--- src/rtl/uart_rx_fifo_if.sv ---
// Avalon-MM slave bundle for uart_rx_fifo; signal names match the platform
// conduit so the component can be wired directly to the interconnect.
interface uart_rx_fifo_if;
   // No waitrequest: a read or write strobe is accepted on every cycle it is
   // high, and readdata is valid exactly one cycle after the read strobe.
   logic [1:0]  avs_address;
   logic        avs_read;
   logic        avs_write;
   logic [31:0] avs_writedata;
   logic [31:0] avs_readdata;

   modport master (
      output avs_address, avs_read, avs_write, avs_writedata,
      input  avs_readdata
   );

   modport slave (
      input  avs_address, avs_read, avs_write, avs_writedata,
      output avs_readdata
   );
endinterface

--- src/rtl/uart_rx_fifo.sv ---
// UART receiver (8N1, or 8E1 when UART_RX_PARITY_EN is defined) with a
// power-of-two receive FIFO behind a 4-register Avalon-MM slave.
module uart_rx_fifo #(
   parameter int CLK_HZ     = 50000000,
   parameter int BAUD       = 115200,
   parameter int FIFO_DEPTH = 16
) (
   input  logic          clk,
   input  logic          reset,
   input  logic          uart_rx,
   uart_rx_fifo_if.slave avs,
   output logic          irq,
   output logic [2:0]    dbg_state_o,
   output logic          dbg_push_o
);
   localparam int DIV = CLK_HZ / (BAUD * 16);
   localparam int TW  = (DIV > 1) ? $clog2(DIV) : 1;
   localparam int AW  = $clog2(FIFO_DEPTH);
   localparam int CW  = AW + 1;

`ifdef UART_RX_PARITY_EN
   typedef enum logic [2:0] {
      S_IDLE = 3'd0, S_START = 3'd1, S_DATA = 3'd2, S_PARITY = 3'd3, S_STOP = 3'd4
   } state_t;
`else
   typedef enum logic [2:0] {
      S_IDLE = 3'd0, S_START = 3'd1, S_DATA = 3'd2, S_STOP = 3'd4
   } state_t;
`endif

   logic sync1_q, sync2_q, prev_q;
   logic rx_s, fall;

   always_ff @(posedge clk) begin
      if (reset) begin
         sync1_q <= 1'b1;
         sync2_q <= 1'b1;
         prev_q  <= 1'b1;
      end else begin
         sync1_q <= uart_rx;
         sync2_q <= sync1_q;
         prev_q  <= sync2_q;
      end
   end

   assign rx_s = sync2_q;
   assign fall = prev_q & ~sync2_q;

   logic [TW-1:0] tick_cnt_q, tick_cnt_d;
   logic          tick;

   assign tick = (tick_cnt_q == TW'(DIV - 1));

   always_comb begin
      tick_cnt_d = tick ? '0 : tick_cnt_q + TW'(1);
   end

   state_t     state_q, state_d;
   logic [3:0] samp_q, samp_d;
   logic [2:0] bit_q, bit_d;
   logic [7:0] shift_q, shift_d;
   logic       wait_q, wait_d;
   logic       push, fe_set, mid;
`ifdef UART_RX_PARITY_EN
   logic       par_bad_q, par_bad_d;
   logic       pe_set;
`endif

   assign mid = tick && (samp_q == 4'd15);

   always_comb begin
      state_d = state_q;
      samp_d  = samp_q;
      bit_d   = bit_q;
      shift_d = shift_q;
      wait_d  = wait_q;
      push    = 1'b0;
      fe_set  = 1'b0;
`ifdef UART_RX_PARITY_EN
      par_bad_d = par_bad_q;
      pe_set    = 1'b0;
`endif
      case (state_q)
         S_IDLE: begin
            if (fall) begin
               state_d = S_START;
               samp_d  = 4'd0;
            end
         end
         S_START: begin
            if (tick) begin
               samp_d = samp_q + 4'd1;
               if (samp_q == 4'd7) begin
                  samp_d  = 4'd0;
                  bit_d   = 3'd0;
                  state_d = rx_s ? S_IDLE : S_DATA;
               end
            end
         end
         S_DATA: begin
            if (tick) begin
               samp_d = samp_q + 4'd1;
               if (mid) begin
                  shift_d = {rx_s, shift_q[7:1]};
                  bit_d   = bit_q + 3'd1;
                  if (bit_q == 3'd7) begin
                     wait_d  = 1'b0;
`ifdef UART_RX_PARITY_EN
                     state_d = S_PARITY;
`else
                     state_d = S_STOP;
`endif
                  end
               end
            end
         end
`ifdef UART_RX_PARITY_EN
         S_PARITY: begin
            if (tick) begin
               samp_d = samp_q + 4'd1;
               if (mid) begin
                  par_bad_d = (rx_s != ^shift_q);
                  pe_set    = (rx_s != ^shift_q);
                  state_d   = S_STOP;
               end
            end
         end
`endif
         S_STOP: begin
            // After a low stop bit, hold here until the line idles high again.
            if (wait_q) begin
               if (rx_s) begin
                  wait_d  = 1'b0;
                  state_d = S_IDLE;
               end
            end else if (tick) begin
               samp_d = samp_q + 4'd1;
               if (mid) begin
                  if (rx_s) begin
                     state_d = S_IDLE;
`ifdef UART_RX_PARITY_EN
                     push    = ~par_bad_q;
`else
                     push    = 1'b1;
`endif
                  end else begin
                     fe_set = 1'b1;
                     wait_d = 1'b1;
                  end
               end
            end
         end
         default: state_d = S_IDLE;
      endcase
   end

   always_ff @(posedge clk) begin
      if (reset) begin
         tick_cnt_q <= '0;
         state_q    <= S_IDLE;
         samp_q     <= 4'd0;
         bit_q      <= 3'd0;
         shift_q    <= 8'd0;
         wait_q     <= 1'b0;
`ifdef UART_RX_PARITY_EN
         par_bad_q  <= 1'b0;
`endif
      end else begin
         tick_cnt_q <= tick_cnt_d;
         state_q    <= state_d;
         samp_q     <= samp_d;
         bit_q      <= bit_d;
         shift_q    <= shift_d;
         wait_q     <= wait_d;
`ifdef UART_RX_PARITY_EN
         par_bad_q  <= par_bad_d;
`endif
      end
   end

   logic [7:0]    mem_q [FIFO_DEPTH];
   logic [AW-1:0] wr_ptr_q, wr_ptr_d, rd_ptr_q, rd_ptr_d;
   logic [CW-1:0] count_q, count_d;
   logic          empty, full, pop, do_push, oe_set, flush, st_wr, ctrl_wr;

   assign empty   = (count_q == '0);
   assign full    = (count_q == CW'(FIFO_DEPTH));
   assign pop     = avs.avs_read && (avs.avs_address == 2'd0) && !empty;
   assign flush   = avs.avs_write && (avs.avs_address == 2'd2) && avs.avs_writedata[1];
   assign st_wr   = avs.avs_write && (avs.avs_address == 2'd1);
   assign ctrl_wr = avs.avs_write && (avs.avs_address == 2'd2);
   // A pop in the same cycle frees the slot, so a push into a full FIFO still lands.
   assign do_push = push && (!full || pop) && !flush;
   assign oe_set  = push && full && !pop && !flush;

   always_comb begin
      wr_ptr_d = wr_ptr_q;
      rd_ptr_d = rd_ptr_q;
      count_d  = count_q;
      if (flush) begin
         wr_ptr_d = '0;
         rd_ptr_d = '0;
         count_d  = '0;
      end else begin
         if (do_push) wr_ptr_d = wr_ptr_q + AW'(1);
         if (pop)     rd_ptr_d = rd_ptr_q + AW'(1);
         count_d = count_q + CW'(do_push) - CW'(pop);
      end
   end

   always_ff @(posedge clk) begin
      if (do_push) mem_q[wr_ptr_q] <= shift_q;
   end

   logic        oe_q, oe_d, fe_q, fe_d, ie_q, ie_d;
   logic [31:0] status, rdata_q, rdata_d;
`ifdef UART_RX_PARITY_EN
   logic        pe_q, pe_d;
`endif

   always_comb begin
      oe_d = oe_set | (oe_q & ~(st_wr & avs.avs_writedata[2]));
      fe_d = fe_set | (fe_q & ~(st_wr & avs.avs_writedata[3]));
`ifdef UART_RX_PARITY_EN
      pe_d = pe_set | (pe_q & ~(st_wr & avs.avs_writedata[4]));
`endif
      ie_d = ctrl_wr ? avs.avs_writedata[0] : ie_q;

      status       = '0;
      status[0]    = ~empty;
      status[1]    = full;
      status[2]    = oe_q;
      status[3]    = fe_q;
`ifdef UART_RX_PARITY_EN
      status[4]    = pe_q;
`endif
      status[14:8] = 7'(count_q);

      rdata_d = '0;
      if (avs.avs_read) begin
         case (avs.avs_address)
            2'd0:    if (!empty) rdata_d[7:0] = mem_q[rd_ptr_q];
            2'd1:    rdata_d = status;
            2'd2:    rdata_d[0] = ie_q;
            default: rdata_d = '0;
         endcase
      end
   end

   always_ff @(posedge clk) begin
      if (reset) begin
         wr_ptr_q <= '0;
         rd_ptr_q <= '0;
         count_q  <= '0;
         oe_q     <= 1'b0;
         fe_q     <= 1'b0;
         ie_q     <= 1'b0;
         rdata_q  <= '0;
`ifdef UART_RX_PARITY_EN
         pe_q     <= 1'b0;
`endif
      end else begin
         wr_ptr_q <= wr_ptr_d;
         rd_ptr_q <= rd_ptr_d;
         count_q  <= count_d;
         oe_q     <= oe_d;
         fe_q     <= fe_d;
         ie_q     <= ie_d;
         rdata_q  <= rdata_d;
`ifdef UART_RX_PARITY_EN
         pe_q     <= pe_d;
`endif
      end
   end

   logic unused_wdata;
   assign unused_wdata = ^avs.avs_writedata[31:4];

   assign avs.avs_readdata = rdata_q;
   assign irq              = ~empty & ie_q;
   assign dbg_state_o      = state_q;
   assign dbg_push_o       = push;
endmodule

--- src/flat_wrapper.sv ---
// flat-port wrapper written by rule: the top's interface ports become plain ports
module uart_rx_fifo_flat 
#(
   parameter int CLK_HZ     = 50000000,
   parameter int BAUD       = 115200,
   parameter int FIFO_DEPTH = 16
)
  (clk, reset, uart_rx, irq, dbg_state_o, dbg_push_o, avs_avs_address, avs_avs_read, avs_avs_write, avs_avs_writedata, avs_avs_readdata);
  uart_rx_fifo_if avs_i ();
  input  logic clk;
  input  logic reset;
  input  logic uart_rx;
  output logic irq;
  output logic [2:0] dbg_state_o;
  output logic dbg_push_o;
  input wire logic [$bits(avs_i.avs_address)-1:0] avs_avs_address;
  input wire logic [$bits(avs_i.avs_read)-1:0] avs_avs_read;
  input wire logic [$bits(avs_i.avs_write)-1:0] avs_avs_write;
  input wire logic [$bits(avs_i.avs_writedata)-1:0] avs_avs_writedata;
  output wire logic [$bits(avs_i.avs_readdata)-1:0] avs_avs_readdata;
  assign avs_i.avs_address = avs_avs_address;
  assign avs_i.avs_read = avs_avs_read;
  assign avs_i.avs_write = avs_avs_write;
  assign avs_i.avs_writedata = avs_avs_writedata;
  assign avs_avs_readdata = avs_i.avs_readdata;
  uart_rx_fifo #(.CLK_HZ(CLK_HZ), .BAUD(BAUD), .FIFO_DEPTH(FIFO_DEPTH)) u_core (.clk(clk), .reset(reset), .uart_rx(uart_rx), .avs(avs_i), .irq(irq), .dbg_state_o(dbg_state_o), .dbg_push_o(dbg_push_o));
endmodule
--- config.mk ---
export PLATFORM = sky130hd
export DESIGN_NAME = uart_rx_fifo_flat
export DESIGN_NICKNAME = d
export VERILOG_FILES = /design/src/rtl/uart_rx_fifo_if.sv /design/src/rtl/uart_rx_fifo.sv /design/src/flat_wrapper.sv
export SDC_FILE = /design/constraint.sdc
export NUM_CORES = 1
export LEC_CHECK = 0
export CELL_PAD_IN_SITES_DETAIL_PLACEMENT = 0
export CELL_PAD_IN_SITES_GLOBAL_PLACEMENT = 1
export CORE_MARGIN = 5
export CORE_UTILIZATION = 45
export CTS_BUF_LIST = sky130_fd_sc_hd__clkbuf_16
export CTS_CLUSTER_DIAMETER = 80
export DETAILED_ROUTE_END_ITERATION = 12
export HOLD_SLACK_MARGIN = 0.02
export PLACE_DENSITY = 0.73
export SYNTH_ARGS = -nofsm -noshare
export SYNTH_HDL_FRONTEND = slang
export SYNTH_SLANG_ARGS = --single-unit
--- constraint.sdc ---
create_clock -name clk -period 8.2 [get_ports clk]
set_input_delay 1.64 -clock clk [delete_from_list [all_inputs] [get_ports clk]]
set_output_delay 1.64 -clock clk [all_outputs]
set_load 0.005 [all_outputs]
==> out/summary.md, run 1 <==
The flow ran to the end, and the final reports show no timing, DRC or antenna violations. After clock tree synthesis, the clock-pin slew on the worst setup and hold paths is 0.07 ns. The total clock sinks was 188; the average instance area after synthesis was 14.8 sq um. The total number of nets in the final design was 613. The maximum vdd drop came out at 0.000147 V. For the final database, setup skew stands at 0.0110 ns.

The logs give 24900 microns for the first-pass GRT wire length and 2560 sq um for the footprint of the multi-input gates. The path class of the tightest hold or removal check is reg2reg. Once layout is done, the placed cells without fillers occupy 8860 sq um. The half-perimeter wire length after placement is 10400 microns.

After global routing, the most crowded layer is met2. The share of synthesized registers carrying an async set or reset is 0. The run gives 0.0343 as the met3 layer usage reported by global route. Summing all flip-flop and latch instances after layout gives 5050 sq um.

The all-layer global routing usage was 0.163. The tools report the sequential share of the synthesized area as 0.643. After global routing the overflow that remains totals 0. In this run, placement finished with an instance count of 763. Power spread over the standard cell area amounts to 225 nW/um^2. The die covers 20200 sq um. The effective utilization at floorplan came out at 0.457. The logs give 0 for the number of max-slew violations in the final report and 17 for the number of buffers created by CTS. The logs give 8.55 ns for the critical path required time and 0.42 ns for the later-pin clock latency in the skew report.

For the final weighted congestion of routability-driven global placement, the log shows 0.817. TritonCTS built the clock tree. The via count of the first global-routing pass was 4379; the final standard cell count with taps included and fillers excluded was 795.

The met2 track utilization from global routing was 0.261; the maximum fanout along the worst path was 17. The core region is 17200 sq um. In this run the deepest clock path goes through 2 buffers. The number of distinct library cells after synthesis is 56.

Setup repair after global routing left no endpoint under its margin. The arrival time of data at the critical path endpoint is 4.59 ns. Accumulated negative setup slack: 0 ns. The cell at the root of the clock tree is clkbuf_16. For this run, the number of Yosys warnings is 0. The number of endpoints with negative hold slack in the final report was 0; the post-place setup slack was 3.58 ns.

Setup violations remaining at the end of the flow were counted as 0. The netlist area before placement came out at 7850 sq um. The tools report the critical path capture point type as a register. Traced cell by cell, the critical path runs through clkdlybuf4s50_1, nand4b_1, and2_1, and3_1, ha_1, fa_1, a21oi_1, nor2_1, or3_1, a21oi_1. The largest net degree at the start of global routing was 27. The most numerous cell type found on the critical path is a21oi_1. Across the run, the number of max-cap violations was 0. The post-CTS setup-driven buffer insertion count was 0; the number of remaining DRC errors was 0. For the leakage power figure, the log shows 2.99 nW. The synthesized design spends more area on one cell type than any other, namely edfxtp_1. The count of flip-flops with a built-in enable after synthesis works out to 128. Counting the fill cells in the layout gives 1467. The detailed router placed 4413 vias in this run.

Across all setup checks in the final design, the least slack found is 3.96 ns. The number of buffers inserted by hold repair at cts came out at 0. After technology mapping, the gate count stands at 531. The classification of the worst setup path was in2reg. The post-layout minimum cycle time works out to 4.24 ns. The total of flip-flops plus latches after synthesis came out at 188. The tools report the count of nets left with antenna violations after detail routing as 0. In the routed layout, each cell is associated on average with a via count of 5.55. The number of buffer and inverter stages on the critical path is 1. The die is 142 microns tall. The number of top-level pins is 76, and the count of input and output buffers is 28. The H-tree was split into 4 levels. The cell family contributing the most delay on the critical path was simple AND/OR/NAND/NOR gates. The most used flip-flop cell after synthesis is edfxtp_1. The transition at the pin with the smallest max-transition slack came out at 0.994 ns. The per-cell routed wire length is 19.6 microns, and the global routing usage on met1 is 0.225.

The number of antenna diodes in the final layout is 0. The design draws 1.99 mW. The share of post-route cells with drive strength above 1 came out at 0.133.

The share of the synthesized area in the top cell type was 0.490; the number of standard-cell rows in the floorplan was 48. The tools report the initial antenna violation count as 0. On the final layout, the worst hold slack is 0.421 ns. Before antenna repair, the detailed router went through 4 iterations.

Compared with the post-synthesis result, the final layout area differs by 12.9%. Sorting the synthesized cells by area gives the leading types as edfxtp_1 (49%), dfxtp_1 (15%), mux4_2 (9.5%), mux2i_1 (2.8%), ha_1 (2.6%). For this block, the routed nets add up to 15600 microns of wire. Summing all placed instances gives a cell area of 8250 sq um.

The slowest library cell on the worst path is clkdlybuf4s50_1. The final core utilization is 0.516. Worst slew margin relative to its limit: 0.331.

For this run, the slowest stage of the critical path takes 0.53 ns. From left edge to right edge, the die measures 142 microns. The ratio of final minimum period to clock period was 0.517. STA classifies the critical path startpoint as a primary input.

The logs give 0.236 GHz for the maximum achievable frequency and 274 for the violation count after the first detailed-route iteration. The number of gates resized after CTS was 0.
[area by class of cell]
class / instances / share of cell area
multi-input cells: 302 / 0.288
repair buffers: 31 / 0.0342
inverters: 17 / 0.00720
clock inverters: 15 / 0.0209
clock buffers: 17 / 0.0480
flip-flops and latches: 188 / 0.570
well taps: 225 / 0.0318
[cells by family after synthesis]
kind of cell	Yosys count	share of synthesized area
AOI/OAI and AO/OA	59	0.0494
xor gates and xnor gates	11	0.0123
adders and majority gates	17	0.0281
buffers and inverters	59	0.0403
DFF	188	0.643
muxes	58	0.127
other	1	0.000478
and+or+nand+nor	138	0.0998
[worst paths after layout]
path	startpoint	to	slack (ns)	depth (start not counted)
max	avs_avs_address[0]	u_core.count_q[4]	3.96	10
min	u_core.sync1_q	u_core.rx_s	0.42	1
max reg2reg	u_core.tick_cnt_q[0]	u_core.count_q[4]	5.14	11
min reg2reg	u_core.sync1_q	u_core.rx_s	0.42	1
[Yosys cell counts (6+ instances only)]
cell type	number
buf_2	12
nand4_1	7
xnor2_1	7
nor3_1	8
edfxtp_1	128
dfxtp_1	60
inv_1	16
nor2_1	36
mux4_2	33
buf_4	21
a21oi_1	14
nor2b_1	8
and3_1	19
nand3_1	11
ha_1	16
o21ai_0	12
nand2_1	14
mux2i_1	22
clkbuf_1	6
[flip-flops by register name (all words and copies together) (netlist names), 3 cells and up, named ones only]
name	count
u_core.dbg_state_o	3
u_core.shift_q	8
u_core.tick_cnt_q	5
u_core.mem_q	128
u_core.avs.avs_readdata	13
u_core.wr_ptr_q	4
u_core.bit_q	3
u_core.count_q	5
u_core.rd_ptr_q	4
u_core.samp_q	4
[layer usage]
metal / routed length, microns / part of all wire
met5: 0 / 0
met4: 251 / 0.016
met3: 490 / 0.032
met2: 7740 / 0.50
met1: 7070 / 0.45
[power by group]
group	internal (mW)	switching, mW	leakage [nW]
Combinational	0.0632	0.0616	1.02
Sequential	1.01	0.0177	1.67
Clock	0.485	0.355	0.296
Total	1.56	0.434	2.99
[layout by cell type, fill, tap and decap left out, types with 3 or more instances in the layout]
| master | n |
|---|---|
| a21oi_1 | 14 |
| dfxtp_1 | 58 |
| inv_1 | 17 |
| and3_1 | 19 |
| nand2b_1 | 5 |
| mux4_2 | 33 |
| or4_1 | 3 |
| o22ai_1 | 5 |
| a32o_1 | 3 |
| nor3_1 | 8 |
| clkdlybuf4s50_1 | 28 |
| mux2i_1 | 22 |
| ha_1 | 16 |
| buf_4 | 3 |
| mux2_2 | 3 |
| xor2_1 | 4 |
| clkbuf_16 | 17 |
| nor2_1 | 36 |
| bufinv_16 | 3 |
| a22oi_1 | 3 |
| xnor2_1 | 7 |
| o21ai_0 | 12 |
| conb_1 | 19 |
| edfxtp_1 | 128 |
| nand4_1 | 7 |
| o31ai_1 | 5 |
| a32oi_1 | 4 |
| nand2_1 | 14 |
| nor2b_1 | 8 |
| nand3_1 | 11 |
| and4_1 | 5 |
| inv_6 | 5 |
| nand4b_1 | 3 |
Power figures use the tool's default switching activity.
==> run 2: changes to the inputs <==
Settings changed: CORE_UTILIZATION 45 to 43.
Clock period 8.2 ns to 3.55 ns, I/O delays scaled along.
==> out/summary.md, run 2 (same netlist as run 1, synthesis figures left out) <==
The maximum fanout along the worst path was 15 (-2). The cell at the root of the clock tree was clkbuf_16. The H-tree level count is 4 (unchanged). For the total number of nets in the final design, the log shows 622 (+1.5%). The initial antenna violation count is 0 (unchanged). The run gives 14800 microns (-4.5%) as the sum of routed wire length over all layers. In the layout the commonest cells are edfxtp_1 (128), dfxtp_1 (59), nor2_1 (36).

The tools report the clock share of power as 0.421 (about the same). The area growth from synthesis to layout is 13.8%. The tools report the post-CTS setup-driven buffer insertion count as 0 (unchanged). The max capacitance violation total was 0 (unchanged); the per-cell routed wire length was 18.4 microns (-6.1%). The final instance area was 8930 sq um (+0.82%); the total clock sinks was 188 (unchanged). The logs give 3.61 mW (+130%) for the internal cell power and 76 (unchanged) for the number of top-level pins. The final weighted congestion of routability-driven global placement came out at 0.776 (-5.0%). The smallest hold slack was 0.431 ns (+0.0102 ns); the half-perimeter wire length after placement was 10300 microns (-0.92%). The flip-flop count of the largest register, all copies and words added is 128 (unchanged).

The run gives 0 (unchanged) as the diode insertion count for antenna repair. The overall die height was 145 microns (+2.1%). The worst setup path is launched from a register. The arrival time of data at the critical path endpoint came out at 2.47 ns (-2.12 ns). The run gives 1.01 mW (+130%) as the total net switching power. Number of standard-cell rows in the floorplan: 49 (+2.1%). The classification of the worst-slack hold path was reg2reg. The flow ran to the end, and the final reports show no timing, DRC or antenna violations.

The transition at the pin with the smallest max-transition slack was 0.702 ns (-0.291 ns); the first-pass GRT wire length was 24200 microns (-2.7%). Effective utilization at floorplan: 0.437 (-0.0200). Post-layout minimum cycle time: 3.18 ns.

The number of iterations in the first detailed-routing pass was 4 (unchanged); the net switching share of the total power was 0.218 (+0.000874). The count of input and output buffers came out at 28 (unchanged). The clock-pin slew on the worst setup and hold paths came out at 0.07 ns (about the same). Ranked by flip-flop count, first place goes to u_core.mem_q.

The number of buffers inserted by hold repair at cts is 0 (unchanged), and the number of max-slew violations in the final report is 0 (unchanged). The logs give 4378 (-0.79%) for the via count of the routed design and 0.0118 ns (+0.000840 ns) for the worst clock skew. The most frequent standard cell in the layout excluding fill and tap cells is edfxtp_1. The run gives 776 (+1.7%) as the cell count after placement.

The worst stage delay on the critical path is 0.64 ns (+0.11 ns), and the share of post-route cells with drive strength above 1 is 0.147 (+0.0135). For the total core area, the log shows 18000 sq um (+4.6%). Area of placed instances: 8320 sq um (+0.86%). The number of remaining DRC errors was 0 (unchanged); the ratio of final minimum period to clock period was 0.896. For this design, the slowest cell found on the critical path is dfxtp_1.

The run gives 4511 (+3.0%) as the via count of the first global-routing pass. The register share of total power came out at 0.514 (-0.002). The post-detailed-route via-to-cell ratio is 5.42 (-2.4%). The maximum achievable frequency came out at 0.314 GHz.

The post-CTS resize count is 0 (unchanged), and the critical path required time is 2.84 ns (-5.71 ns). For the later-pin clock latency in the skew report, the log shows 0.43 ns (about the same). The ratio of total power to cell area came out at 517 nW/um^2 (+130%).

The logs give 0 (unchanged) for the total grt overflow and 286 (+4.4%) for the violation count after the first detailed-route iteration. The run gives 3.02 nW (+1.3%) as the leakage power figure. The worst slew margin relative to its limit is 0.532 (+0.200). The number of endpoints with negative hold slack in the final report was 0 (unchanged). The count of nets left with antenna violations after detail routing was 0 (unchanged); the overall die width was 145 microns (+2.1%). The tools report the maximum vdd drop as 0.000445 V (+200%). Maximum clock path buffer count: 2 (unchanged). The logs give 0 ns (unchanged) for the accumulated negative setup slack and 0.145 (-0.0181) for the all-layer global routing usage. The largest net degree at the start of global routing is 27 (unchanged), and the final count of negative-setup-slack endpoints is 0 (unchanged). The run gives 0.065 (+0.002) as the combinational power share. TritonCTS built the clock tree. The critical path in this run is classified as reg2out. Setup repair after global routing left no endpoint under its margin. The number of buffers created by CTS was 17 (unchanged); the die area was 21100 sq um (+4.3%).

The final standard cell count with taps included and fillers excluded was 808 (+1.6%). The tools report the critical path capture point type as an output port. Walking the worst path, the cells encountered are nor4b_4, and3_1, and2_1, clkdlybuf4s50_1.
[run 2: worst max-delay path: cells and delay by family (launching register included)]
family | cells | cell delay (ns)
buf+inv | 1 | 0.51
flops | 1 | 0.64
simple gates | 3 | 0.89
[run 2: cell type report]
type | count | area (sq um)
Clock buffer | 17 | 425
Clock inverter | 15 | 186
Fill cell | 1524 | 9030
Inverter | 17 | 63.8
Multi-Input combinational cell | 302 | 2560
Sequential cell | 188 | 5050
Tap cell | 229 | 287
Timing Repair Buffer | 40 | 370
[run 2: power by group through the flow]
stage / logic (mW) / registers (mW) / clock network (mW)
global placement: 0.298 / 2.42 / 0
CTS: 0.303 / 2.37 / 1.99
finish: 0.302 / 2.37 / 1.94
global route: 0.339 / 2.38 / 2.09
floorplan: 0.238 / 2.40 / 0
detailed placement: 0.302 / 2.42 / 0
[run 2: path summary, 6_finish.rpt]
path | from | to | slack (ns) | depth (start not counted)
hold reg to reg | u_core.sync1_q | u_core.rx_s | 0.43 | 1
setup / recovery | u_core.dbg_state_o[2] | dbg_push_o | 0.37 | 4
setup reg to reg | u_core.count_q[3] | u_core.count_q[4] | 0.58 | 13
hold / removal | u_core.sync1_q | u_core.rx_s | 0.43 | 1
[run 2: metrics by stage]
step	util	setup WS [ns]	total power [mW]
2_1_floorplan	-	0.440	2.64
3_5_place_dp	0.463	0.176	2.72
6_report	0.497	0.370	4.62
3_3_place_gp	0.463	0.157	2.72
4_1_cts	0.497	0.379	4.66
5_1_grt	0.497	0.203	4.80
[run 2: routing by layer]
metal | global-route usage | wire [microns] | up-vias
met5 | 0 | 0 | -
met4 | 0.0410 | 125 | 0
met3 | 0.0331 | 572 | 12
met2 | 0.236 | 7440 | 82
met1 | 0.196 | 6720 | 2212
li1 | - | - | 2072
==> run 3: changes to the inputs <==
Settings changed: SKIP_LAST_GASP from default to 1.
==> results of run 3 <==
Final layout, timing and power as in run 2 (identical DEF).
